===== src/rtl/mtsp_sf_sequencer.sv =====
// MTSP special-function issue sequencer: serializes 4-lane SF instructions from
// two thread phases onto one scalar SF slot and tracks them to write-back.
module mtsp_sf_sequencer #(
    parameter int SF_LATENCY = 3,
    parameter int OP_W       = 3
) (
    input  logic            CLK,
    input  logic            RST,
    input  logic            REQ0_VALID,
    output logic            REQ0_READY,
    input  logic [3:0]      REQ0_MASK,
    input  logic [OP_W-1:0] REQ0_OP,
    input  logic            REQ1_VALID,
    output logic            REQ1_READY,
    input  logic [3:0]      REQ1_MASK,
    input  logic [OP_W-1:0] REQ1_OP,
    input  logic            HOLD,
    output logic            ISSUE_VALID,
    output logic            ISSUE_PHASE,
    output logic [3:0]      ISSUE_LANE,
    output logic [OP_W-1:0] ISSUE_OP,
    output logic            WB_VALID,
    output logic            WB_PHASE,
    output logic [3:0]      WB_LANE,
    output logic            DONE0,
    output logic            DONE1
);

    typedef struct packed {
        logic       vld;
        logic       ph;
        logic [3:0] lane;
        logic       last;
    } wb_ent_t;

    logic [1:0]           req_vld;
    logic [1:0][3:0]      req_mask;
    logic [1:0][OP_W-1:0] req_op;
    logic [1:0]           ready;

    logic [1:0][3:0]      rem_q, rem_d;
    logic [1:0][OP_W-1:0] op_q, op_d;
    logic [1:0]           zero_q, zero_d;
    logic                 last_q, last_d;

    logic                 iss_vld_q, iss_vld_d;
    logic                 iss_ph_q, iss_ph_d;
    logic [3:0]           iss_lane_q, iss_lane_d;
    logic [OP_W-1:0]      iss_op_q, iss_op_d;
    logic                 iss_last_q, iss_last_d;

    wb_ent_t [SF_LATENCY-1:0] pipe_q, pipe_d;
    wb_ent_t              wb;

    logic [1:0]           cand;
    logic                 gnt_vld;
    logic                 gnt_ph;
    logic [3:0]           gnt_rem;
    logic [3:0]           gnt_lane;
    logic [3:0]           gnt_left;

    function automatic logic [3:0] msb_onehot(input logic [3:0] r);
        if (r[3])      return 4'b1000;
        else if (r[2]) return 4'b0100;
        else if (r[1]) return 4'b0010;
        else if (r[0]) return 4'b0001;
        else           return 4'b0000;
    endfunction

    assign req_vld  = {REQ1_VALID, REQ0_VALID};
    assign req_mask = {REQ1_MASK, REQ0_MASK};
    assign req_op   = {REQ1_OP, REQ0_OP};

    // A phase is busy while lanes remain or an empty instruction awaits DONE.
    assign ready[0] = (rem_q[0] == 4'b0000) & ~zero_q[0];
    assign ready[1] = (rem_q[1] == 4'b0000) & ~zero_q[1];

    assign REQ0_READY = ready[0];
    assign REQ1_READY = ready[1];

    always_comb begin
        cand     = {|rem_q[1], |rem_q[0]};
        gnt_vld  = ~HOLD & (|cand);
        gnt_ph   = (&cand) ? ~last_q : cand[1];
        gnt_rem  = rem_q[gnt_ph];
        gnt_lane = msb_onehot(gnt_rem);
        gnt_left = gnt_rem & ~gnt_lane;
    end

    always_comb begin
        rem_d  = rem_q;
        op_d   = op_q;
        zero_d = 2'b00;
        last_d = last_q;

        iss_vld_d  = 1'b0;
        iss_ph_d   = iss_ph_q;
        iss_lane_d = iss_lane_q;
        iss_op_d   = iss_op_q;
        iss_last_d = iss_last_q;

        // Accepts only happen on empty phases, so they never collide with a grant.
        for (int p = 0; p < 2; p++) begin
            if (req_vld[p] && ready[p]) begin
                rem_d[p]  = req_mask[p];
                op_d[p]   = req_op[p];
                zero_d[p] = (req_mask[p] == 4'b0000);
            end
        end

        if (gnt_vld) begin
            rem_d[gnt_ph] = gnt_left;
            last_d        = gnt_ph;
            iss_vld_d     = 1'b1;
            iss_ph_d      = gnt_ph;
            iss_lane_d    = gnt_lane;
            iss_op_d      = op_q[gnt_ph];
            iss_last_d    = (gnt_left == 4'b0000);
        end
    end

    // The SF datapath never stalls, so tracking shifts every cycle.
    always_comb begin
        pipe_d    = pipe_q;
        pipe_d[0] = {iss_vld_q, iss_ph_q, iss_lane_q, iss_last_q};
        for (int i = 1; i < SF_LATENCY; i++) begin
            pipe_d[i] = pipe_q[i-1];
        end
    end

    always_ff @(posedge CLK) begin
        if (RST) begin
            rem_q      <= '0;
            op_q       <= '0;
            zero_q     <= 2'b00;
            last_q     <= 1'b1;
            iss_vld_q  <= 1'b0;
            iss_ph_q   <= 1'b0;
            iss_lane_q <= 4'b0000;
            iss_op_q   <= '0;
            iss_last_q <= 1'b0;
            pipe_q     <= '0;
        end else begin
            rem_q      <= rem_d;
            op_q       <= op_d;
            zero_q     <= zero_d;
            last_q     <= last_d;
            iss_vld_q  <= iss_vld_d;
            iss_ph_q   <= iss_ph_d;
            iss_lane_q <= iss_lane_d;
            iss_op_q   <= iss_op_d;
            iss_last_q <= iss_last_d;
            pipe_q     <= pipe_d;
        end
    end

    assign wb = pipe_q[SF_LATENCY-1];

    assign ISSUE_VALID = iss_vld_q;
    assign ISSUE_PHASE = iss_ph_q;
    assign ISSUE_LANE  = iss_lane_q;
    assign ISSUE_OP    = iss_op_q;

    assign WB_VALID = wb.vld;
    assign WB_PHASE = wb.ph;
    assign WB_LANE  = wb.lane;

    assign DONE0 = (wb.vld & wb.last & ~wb.ph) | zero_q[0];
    assign DONE1 = (wb.vld & wb.last &  wb.ph) | zero_q[1];

endmodule


===== config.mk =====
export PLATFORM = sky130hd
export DESIGN_NAME = mtsp_sf_sequencer
export DESIGN_NICKNAME = d
export VERILOG_FILES = /design/src/rtl/mtsp_sf_sequencer.sv
export SDC_FILE = /design/constraint.sdc
export NUM_CORES = 1
export LEC_CHECK = 0
export BUFFER_PORTS_ARGS = -buffer_cell sky130_fd_sc_hd__buf_2
export CAP_MARGIN = 0
export CORE_MARGIN = 2
export CORE_UTILIZATION = 45
export CTS_BUF_LIST = sky130_fd_sc_hd__clkbuf_8
export CTS_CLUSTER_DIAMETER = 40
export DETAILED_ROUTE_END_ITERATION = 10
export GPL_ROUTABILITY_DRIVEN = 0
export GPL_TIMING_DRIVEN = 1
export PLACE_DENSITY = 0.67
export SLEW_MARGIN = 15
export SYNTH_ARGS = -nofsm -noshare
export SYNTH_HDL_FRONTEND = slang
export SYNTH_SLANG_ARGS = --single-unit

===== constraint.sdc =====
create_clock -name CLK -period 2.3 [get_ports CLK]
set_input_delay 0 -clock CLK [delete_from_list [all_inputs] [get_ports CLK]]
set_output_delay 0 -clock CLK [all_outputs]
set_load 0.03 [all_outputs]

# Yosys cells after proc, flatten, opt, wreduce, memory -nomap -nowiden

Cells that the tools add are included.

$lt $le $gt $ge: 2
Reductions and logical operators: 14
Mux-type cells: 16
Bitwise gates (word level): 17

Operators with widths:

| cell                                                                  | count |
|---|---|
| 4-bit 2-to-1 mux                                                      | 6 |
| 4-bit logical NOT                                                     | 5 |
| 3-bit 2-to-1 mux                                                      | 3 |
| 8-bit bitwise mux                                                     | 1 |
| 8-bit 2-to-1 mux                                                      | 1 |
| 4-bit OR reduction                                                    | 2 |
| 8-bit OR reduction                                                    | 1 |
| 1-bit inverter                                                        | 7 |
| 1-bit AND                                                             | 6 |
| 4-bit AND                                                             | 1 |
| 4-bit demux with 1-bit select                                         | 1 |
| 4-bit inverter                                                        | 1 |
| 2-bit OR reduction                                                    | 2 |
| 1-bit logical AND                                                     | 3 |
| 1-bit 2-to-1 mux                                                      | 3 |
| 1-bit by 2-bit < comparator with 1-bit output (second input constant) | 1 |
| 2-bit 2-to-1 mux                                                      | 1 |
| 1-bit bitwise OR                                                      | 2 |
| 2-bit AND reduction                                                   | 1 |
| 1-bit >= comparator (second input constant)                           | 1 |

Logic and storage cells: 73
Register bits: 48

# Longest topological paths before layout

Gate-level depths: netlist of the first run.

Depth in word-level cells: 13
Gate-level depth with buffers: 6

# Worst setup path after synthesis of the first run

Ideal clock, no wire load.

Path kind: flip-flop to flip-flop
Start point: register rem_q[2] (netlist name)
End point: register op_q[0] (netlist name)
Stages on the path, launching flop included: 6
Setup slack: 0.631 ns
Arrival time: 1.541 ns
Period minus slack after synthesis: 1.669 ns
Setup time: 0.128 ns
Required time: 2.172 ns
Cell sequence: dfxtp_1 > buf_6 > or4_4 > nor3b_4 > mux2i_1 > nor2_1

Cells in the longest elaborated chain, start to end: 3

RTL lines:

| element                | line | RTL |
|---|---|---|
| start, declared        | 41   | `logic [1:0][3:0] rem_q, rem_d;` |
| start signal, assigned | 144  | `rem_q <= rem_d;` |
| 4-bit logical NOT      | 75   | `assign ready[0] = (rem_q[0] == 4'b0000) & ~zero_q[0];` |
| 1-bit AND              | 75   |  |
| 1-bit logical AND      | 104  | `if (req_vld[p] && ready[p]) begin` |
| end signal, assigned   | 145  | `op_q <= op_d;` |
| end, declared          | 42   | `logic [1:0][OP_W-1:0] op_q, op_d;` |

No other way between the ends.
A chain may end at the register's enable or synchronous reset.

# Final worst setup path of the first run

Start point: register rem_q[3] (netlist name)
End point: register iss_lane_q[2] (netlist: ISSUE_LANE[2])

Cells in the longest elaborated chain, start to end: 7
Elaborated cells between the ends (all ways): 9

RTL lines:

| element                                             | line | RTL |
|---|---|---|
| 4-bit OR reduction                                  | 82   | `cand = {\|rem_q[1], \|rem_q[0]};` |
| 2-bit AND reduction                                 | 84   | `gnt_ph = (&cand) ? ~last_q : cand[1];` |
| 1-bit 2-to-1 mux                                    | 84   |  |
| 4-bit 2-to-1 mux (not written as such) (2 in a row) | 85   | `gnt_rem = rem_q[gnt_ph];` |
| 3-bit 2-to-1 mux                                    | 64   | `else if (r[2]) return 4'b0100;` |
| 4-bit 2-to-1 mux                                    | 63   | `if (r[3]) return 4'b1000;` |
| end signal, assigned                                | 150  | `iss_lane_q <= iss_lane_d;` |
| end, declared                                       | 48   | `logic [3:0] iss_lane_q, iss_lane_d;` |

Several ways; a longest one is shown, not always the timed one. The select of a mux whose other input is x is not followed.

==> impl_metrics.json, run 1 <==
{
  "status": "finished clean",
  "drt-vias-per-instance": 4.969,
  "grt_max_degree": 32,
  "dp_cells": 266,
  "layoutNonFillerInstCount": 286,
  "drt-total-wl_microns": 3553,
  "die_area_sq_mm": 0.004700,
  "cts.sinks": 48,
  "critPathLaunch": "rem_q[3]",
  "core_sq_mm": 0.004000,
  "clock_latency_ns": 0.30,
  "required_ns": 2.51,
  "cts_setup_buffers": 0,
  "rsz0062_at_grt": "no",
  "synth_nets": 215,
  "grt_use_total_pct": 17.07,
  "endpoint_kind": "flip-flop",
  "grt_pass1_wl_microns": 5775,
  "finalCritPeriodShare_pct": 79.40,
  "synth-edff-count": 0,
  "min_path_cells": 3,
  "place_area_sq_mm": 0.002026,
  "final_area_sq_mm": 0.002253,
  "r2r_start": "rem_q[3]",
  "die_x_microns": 68.56,
  "detail_route.wl_per_cell_microns": 12.42,
  "cts_buffers": 5,
  "grt_pass1_vias": 1270,
  "post-synth-top-area-cell": "dfxtp_1",
  "drt-pass1-iter-count": 4,
  "die_h_microns": 68.56,
  "ir_drop_mv": 0.5540,
  "slew_violations": 0,
  "arrival_ns": 2.03,
  "grt_remaining_overflow": 0,
  "cts_tree": "done",
  "vias": 1421,
  "async_flop_share_pct": 0,
  "r2r-end": "ISSUE_LANE[2]",
  "ys_types": 39,
  "clock.fmax_mhz": 547.6,
  "synth_top_area_share_pct": 51.23,
  "fin_crit_ns": 1.826,
  "clock_tree.htree_level_count": 2,
  "cts_root_buffer": "clkbuf_8",
  "fin_setup_tns_ns": 0,
  "setup_viol": 0,
  "synth_area_per_cell_sq_um": 9.569,
  "hold_violations": 0,
  "relSlewSlack_pct": 52.64,
  "layout.nets": 254,
  "reg2regPathDepth": 5,
  "dr.first_iter.drc_count": 59,
  "critPathLaunchType": "flip-flop",
  "drcViolationCount": 0,
  "diodes": 0,
  "yosysSeqAreaShare_pct": 51.23,
  "start_util_pct": 46.89,
  "clkTransAtPathRegs_ns": 0.08,
  "r2r_setup_slack_ns": 0.47,
  "antenna_found_initial": 0,
  "powerDensity_mw_per_mm2": 894.6,
  "top_level_ports": 38,
  "whs_ns": 0.01618,
  "tightest_slew_ns": 0.7104,
  "yosys_most_used_dff": "dfxtp_1",
  "ant_nets": 0,
  "clockBufferDepth": 2,
  "area_delta_synth_final_pct": 20.15,
  "port_buffers": 37,
  "hpwl_microns": 2415,
  "drive_above_1_share_pct": 22.88,
  "syn_inst": 196,
  "synth_warnings": 0,
  "min_to": "rem_q[7]",
  "min_path_type": "primary input to flip-flop",
  "drv_cap": 0,
  "leakage_uw": 0.0009460,
  "fin_worst_skew_ns": 0.003109,
  "synthTopCellsByArea": "dfxtp_1 51%, nor2b_1 7.3%, nor2_1 4.8%, a21oi_1 4.0%, mux2i_1 3.2%",
  "ys_seq_elements": 48,
  "min-delay-start": "REQ1_MASK[3]",
  "critPathMaxFanout": 12,
  "syn_area_sq_mm": 0.001876,
  "rows": 23,
  "path_class": "flip-flop to flip-flop"
}
worst max-delay path by stage:
stage | to | slack [ns] | cells past startpoint
floorplan | op_q[0] | 0.63 | 5
global placement | op_q[0] | 0.50 | 4
detailed placement | op_q[2] | 0.49 | 4
global route | ISSUE_LANE[2] | 0.24 | 5
finish | ISSUE_LANE[2] | 0.47 | 5
CTS | op_q[2] | 0.48 | 4
layout by cell type (no fill, tap or decap), drive strengths merged, types with 3 or more instances in the layout:
cell type / synthesis / final
nand2: 13 / 13
o41ai: 3 / 3
o31ai: 3 / 3
dfxtp: 48 / 48
dlygate4sd3: 0 / 12
nor2: 24 / 24
nor3: 8 / 8
buf: 13 / 39
nor2b: 22 / 22
a211oi: 5 / 5
mux2i: 6 / 6
clkbuf: 6 / 5
a21oi: 15 / 15
registers in the layout (all words and copies together) (netlist names), 2 cells and up:
register    cells
ISSUE_LANE      4
WB_LANE         4
ISSUE_OP        3
op_q            6
zero_q          2
pipe_d         14
rem_q           8
through the flow:
step	worst slack, ns	utilization, %	total power, uW
final	0.4737	56.33	2016
after global routing	0.2389	56.33	2129
after CTS	0.4790	56.33	2032
after detailed placement	0.4856	50.64	1436
after global placement	0.5048	50.64	1431
after floorplan	0.6310	-	1340
worst max-delay path, stage by stage (launching register included):
cell and delay (ns):
dfxtp_1 0.54, nor4_1 0.11, buf_4 0.16, a21oi_1 0.55, nor2_1 0.08, a311oi_1 0.28
cell families after synthesis:
kind of cell | share of synthesized area (%)
muxes | 3.202
and+or+nand+nor | 24.35
adders and majority gates | 0.5337
DFF | 51.23
buffers and inverters | 6.004
AOI/OAI and AO/OA | 14.68
cells in the mapped netlist (2+ instances only):
library cell  number
a211oi_1           5
a21oi_1           15
a311oi_1           2
and3_1             2
buf_2              3
buf_4              8
clkbuf_1           6
dfxtp_1           48
mux2i_1            6
nand2_1           13
nand2b_1           2
nand3_1            2
nand3b_1           2
nor2_1            24
nor2b_1           22
nor3_1             7
o21ai_0            2
o21bai_1           2
o31ai_1            3
o41ai_1            2
or2_2              2
where the power goes:
group	internal, uW	switching, uW	total (uW)
registers	909	63.6	972
logic	190	268	458
clock network	318	267	585
final cells by class:
type | count | area (sq um)
clock buffer | 5 | 68.82
timing repair buffer | 51 | 320.3
tap | 50 | 62.56
sequential | 48 | 960.9
multi-input combinational | 129 | 802.0
clock inverter | 3 | 38.79
fill | 367 | 1747
what timing repair did:
item                                   4_1_cts  5_1_grt
endpoints found under the hold margin       12        0
gates resized for setup                      0        0
hold buffers                                12        0
metal layers:
layer	vias up	global-route usage (%)	part of all wire, %
met1	632	21.34	46
met5	-	0	0
met4	0	9.750	2.2
li1	750	-	-
met2	31	26.92	48
met3	8	3.896	3.9
Note: power is estimated with default switching activity, not from simulation.
==> run 2, diff against run 1 <==
ABC_AREA = 1   (was not set)
PLACE_DENSITY = 0.7   (was 0.67)
clock period = 1.5 ns   (was 2.3 ns; I/O delays follow)
==> impl_metrics.json, run 2 <==
{
  "status": "finished clean",
  "start_util_pct": 46.89,
  "max_stage_delay_ns": 0.35,
  "ys_seq_elements": 48,
  "fin_worst_skew_ns": 0.002634,
  "synth_nets": 250,
  "dp_slack_ns": 0.04900,
  "drcViolationCount": 0,
  "drt-total-wl_microns": 3703,
  "clockBufferDepth": 2,
  "synth_common_cells": "48 x dfxtp_1, 45 x nor2_1, 30 x inv_1, 27 x nand2_1, 12 x nand2_2",
  "antenna_found_initial": 0,
  "grt_max_degree": 21,
  "ant_nets": 0,
  "drt-pass1-iter-count": 4,
  "hold_violations": 0,
  "clock_tree.htree_level_count": 2,
  "largest_register_ffs": 14,
  "detail_route.wl_per_cell_microns": 11.12,
  "nFillCells": 374,
  "fin_crit_ns": 1.420,
  "ir_drop_mv": 0.8725,
  "port_buffers": 37,
  "drive_above_1_share_pct": 29.33,
  "area_delta_synth_final_pct": 24.62,
  "cts_buffers": 5,
  "dp_cells": 309,
  "rows": 23,
  "diodes": 0,
  "slowest_stage": "dfxtp_2",
  "critPathMaxFanout": 9,
  "tightest_slew_ns": 0.3540,
  "yosysSeqAreaShare_pct": 51.23,
  "grt_remaining_overflow": 0,
  "grt_pass1_wl_microns": 6175,
  "synth_top_area_share_pct": 51.23,
  "critPathLaunchType": "flip-flop",
  "worst_slack_ns": 0.08041,
  "synthTopCellsByArea": "dfxtp_1 51%, nor2_1 9.0%, inv_1 6.0%, nand2_1 5.4%, nand2_2 4.0%",
  "post-synth-top-area-cell": "dfxtp_1",
  "fin_total_pwr_uw": 4869,
  "leakage_uw": 0.001074,
  "worst-path-buf-inv": 0,
  "layout_commonest_cell": "dfxtp_1",
  "cts_tree": "done",
  "dr.first_iter.drc_count": 84,
  "syn_area_sq_mm": 0.001876,
  "synth-edff-count": 0,
  "min_path_type": "primary input to flip-flop",
  "clkTransAtPathRegs_ns": 0.08,
  "crit_top_cell": "nor2_4",
  "cts_root_buffer": "clkbuf_8",
  "critPathLaunch": "rem_q[5]",
  "die_x_microns": 68.56,
  "core_sq_mm": 0.004000,
  "final_util_pct": 58.43,
  "die_area_sq_mm": 0.004700,
  "grt_pass1_vias": 1476,
  "final_cell_mix": "45 x dfxtp_1, 42 x nor2_1, 37 x buf_2, 29 x inv_1, 27 x nand2_1",
  "path_cells": "nor2_4 > nand3_4 > nor2_4 > nand2_4 > or2_1 > o211ai_1 > a21oi_1",
  "critPathTopFamily": "simple AND/OR/NAND/NOR gates",
  "vias": 1544,
  "synth_warnings": 0,
  "r2r_start": "rem_q[5]",
  "async_flop_share_pct": 0,
  "syn_inst": 231,
  "yosys_most_used_dff": "dfxtp_1",
  "die_h_microns": 68.56,
  "grt_use_total_pct": 18.38,
  "endpoint_kind": "flip-flop",
  "arrival_ns": 1.59,
  "clock.fmax_mhz": 704.4,
  "hpwl_microns": 2602,
  "cts.sinks": 48,
  "drt-vias-per-instance": 4.637,
  "top_level_ports": 38,
  "layout.nets": 301,
  "synth.most_common_cell": "dfxtp_1",
  "required_ns": 1.67,
  "slew_violations": 0,
  "min-delay-start": "REQ0_MASK[3]",
  "setup_viol": 0,
  "layoutNonFillerInstCount": 333,
  "clock_latency_ns": 0.30,
  "powerDensity_mw_per_mm2": 2083,
  "synth_area_per_cell_sq_um": 8.119,
  "drv_cap": 0,
  "finalCritPeriodShare_pct": 94.64,
  "path_class": "flip-flop to flip-flop",
  "relSlewSlack_pct": 76.40,
  "ys_types": 30
}
[run 2: changes by cell type in the layout (fill, tap and decap cells not counted), sizes merged, moves of 5 or more]
cell    delta
inv       +33
mux2i      -6
nand3      +9
nor2b     -22
nor2      +27
o21ai     +10
nand2     +28
nor3       -5
a21oi     -10
a211oi     -5
[run 2: tightest hold or removal path, delay by kind of cell]
kind	cells	cell delay [ns]
AND/OR/NAND/NOR	2	0.16
buffers and inverters	1	0.11
[run 2: final cells by class]
class / count / area [sq um] / share of cell area [%]
Clock buffer: 6 / 82.58 / 3.533
Clock inverter: 2 / 10.01 / 0.4283
Inverter: 34 / 132.6 / 5.675
Multi-Input combinational cell: 138 / 729.5 / 31.21
Sequential cell: 48 / 964.7 / 41.27
Tap cell: 50 / 62.56 / 2.677
Timing Repair Buffer: 55 / 355.3 / 15.20
[run 2: stage by stage]
stage                     hold WS (ns)  area [sq um]  TNS (ns)
final                          0.01189          2337         0
after global routing           0.02493          2337  -0.01245
after CTS                     0.001429          2301         0
after detailed placement        0.2021          2068         0
after global placement          0.1926          2068         0
after floorplan                0.07829          1878         0
[run 2: kinds of logic after synthesis]
family	after synthesis	share of synthesized area (%)
buf+inv	45	10.81
compound gates	29	9.073
flops	48	51.23
simple gates	109	28.89
[run 2: repair_timing]
| item | CTS | global route |
|---|---|---|
| hold buffers | 14 | 0 |
| hold endpoints to repair | 8 | 0 |
| setup endpoints to repair | 0 | 11 |
| buffers inserted | 0 | 2 |
| resized for setup | 0 | 9 |
[run 2: path summary, 6_finish.rpt]
path / end / depth (start not counted) / slack (ns)
worst max-delay path: rem_q[5] / 7 / 0.08
worst min-delay path: rem_q[3] / 3 / 0.01
worst max register to register: rem_q[5] / 7 / 0.08
worst min register to register: WB_LANE[1] / 2 / 0.40
[run 2: routing by layer]
metal  part of all wire [%]  vias up  global-route usage (%)
met1                     43      686                   20.67
met5                      0        -                       0
li1                       -      816                       -
met2                     49       34                   30.29
met3                    4.3        8                   6.006
met4                    3.3        0                   10.75
[run 2: power by group]
group	switching [uW]	leakage (uW)	total [uW]	internal, uW
Combinational	1570	0.000630	2350	784
Clock	406	0.0000510	774	368
Sequential	164	0.000393	1740	1580
Total	2140	0.00107	4870	2730
==> run 3, diff against run 2 <==
CORE_UTILIZATION = 50   (was 45)
PLACE_DENSITY = 0.77   (was 0.7)
==> impl_metrics.json, run 3 (synthesized netlist as in run 2, its figures left out) <==
{
  "cts_tree": "done",
  "port_buffers": 37,
  "clock_tree.htree_level_count": 2,
  "fin_setup_tns_ns": 0,
  "rows": 22,
  "clockBufferDepth": 2,
  "arrival_ns": 1.66,
  "tightest_slew_ns": 0.2693,
  "fin_crit_ns": 1.456,
  "layout.nets": 305,
  "grt_pass1_vias": 1478,
  "critPathLaunchType": "flip-flop",
  "grt_use_total_pct": 18.43,
  "final_util_pct": 67.63,
  "fin_worst_skew_ns": 0.004728,
  "drt-total-wl_microns": 3725,
  "cts.sinks": 48,
  "min_path_type": "primary input to flip-flop",
  "slew_violations": 0,
  "diodes": 0,
  "grt_remaining_overflow": 0,
  "max_stage_delay_ns": 0.34,
  "largest_register_ffs": 14,
  "detail_route.wl_per_cell_microns": 11.15,
  "top_level_ports": 38,
  "grt_pass1_wl_microns": 5975,
  "endpoint_kind": "flip-flop",
  "die_area_sq_mm": 0.004257,
  "slowest_stage": "dfxtp_2",
  "hpwl_microns": 2550,
  "clock.fmax_mhz": 686.9,
  "required_ns": 1.70,
  "path_class": "flip-flop to flip-flop",
  "clkTransAtPathRegs_ns": 0.09,
  "dr.first_iter.drc_count": 80,
  "ir_drop_mv": 1.188,
  "cts_root_buffer": "clkbuf_8",
  "setup_viol": 0,
  "die_h_microns": 65.25,
  "drv_cap": 0,
  "antenna_found_initial": 0,
  "hold_violations": 0,
  "finalCritPeriodShare_pct": 97.05,
  "relSlewSlack_pct": 82.03,
  "start_util_pct": 51.62,
  "crit_top_cell": "nand2_2",
  "final_cell_mix": "42 x dfxtp_1, 41 x nor2_1, 37 x buf_2, 29 x inv_1, 24 x nand2_1",
  "core_sq_mm": 0.003633,
  "drt-pass1-iter-count": 5,
  "powerDensity_mw_per_mm2": 2217,
  "path_cells": "nor2_2 > nand2_2 > nand2_4 > nand3_1 > nand2_4 > nor2_4 > nand2_2 > nand2_2 > nand3_1 > nand2_1",
  "vias": 1581,
  "whs_ns": 0.02093,
  "drive_above_1_share_pct": 33.57,
  "die_x_microns": 65.25,
  "rsz0062_at_grt": "yes",
  "grt_max_degree": 16,
  "status": "finished clean",
  "drt-vias-per-instance": 4.734,
  "clock_latency_ns": 0.30,
  "layout_commonest_cell": "dfxtp_1",
  "leakage_uw": 0.001125,
  "ant_nets": 0,
  "area_delta_synth_final_pct": 31.02,
  "drcViolationCount": 0,
  "critPathMaxFanout": 6,
  "cts_buffers": 5
}
run 3: cell types whose count changed in the layout (fill, tap and decap cells not counted), moves of 2 or more:
cell       previous run  this run
buf_4                 4         8
dfxtp_2               3         5
nand2_1              27        24
nand2_4               3         6
clkinv_2              2         0
dfxtp_1              45        42
bufinv_16             0         2
nor2_4                4         6
run 3: final timing paths:
path	start	cells after the start	slack, ns	to
worst max-delay path	rem_q[2]	10	0.04	iss_last_q
worst min-delay path	HOLD	4	0.02	ISSUE_VALID
worst max register to register	rem_q[2]	10	0.04	iss_last_q
worst min register to register	pipe_d[10]	2	0.40	pipe_d[17]
run 3: report_power, final:
part           switching (uW)  internal [uW]  leakage (uW)
registers                 170           1590      0.000394
clock network             416            656     0.0000642
logic                    1710            903      0.000666
total                    2300           3150       0.00112
run 3: area by class of cell:
class,instances,area (sq um)
repair buffers,59,385.4
well taps,48,60.06
flip-flops and latches,48,970.9
inverters,34,135.1
clock inverters,2,60.06
multi-input cells,138,777.0
clock buffers,5,68.82
fillers,309,1176
run 3: timing repair:
item,in CTS,in global routing
gates resized for setup,0,27
endpoints found under the setup margin,0,11
endpoints found under the hold margin,8,0
buffers inserted,0,6
hold buffers,14,0
run 3: critical path: cells and delay by family, from the launching register on:
kind	cells	cell delay (ns)
and+or+nand+nor	10	1.02
DFF	1	0.34
run 3: stage by stage:
step | instances | power [uW] | setup slack [ns] | cell area [sq um]
2_1_floorplan | 231 | 3550 | 0.02606 | 1878
3_3_place_gp | 307 | 3923 | 0.04822 | 2066
3_5_place_dp | 307 | 3959 | 0.05484 | 2066
4_1_cts | 328 | 5062 | 0.03387 | 2335
5_1_grt | 334 | 5801 | -0.03566 | 2457
6_report | 334 | 5448 | 0.04418 | 2457
run 3: per-layer routing:
| layer | up-vias | track usage, % | share of wire (%) | routed length, microns |
|---|---|---|---|---|
| met2 | 37 | 33.55 | 49 | 1831 |
| li1 | 821 | - | - | - |
| met1 | 710 | 19.98 | 44 | 1647 |
| met5 | - | 0 | 0 | 0 |
| met4 | 0 | 9.115 | 2.8 | 103 |
| met3 | 13 | 4.110 | 3.8 | 142 |
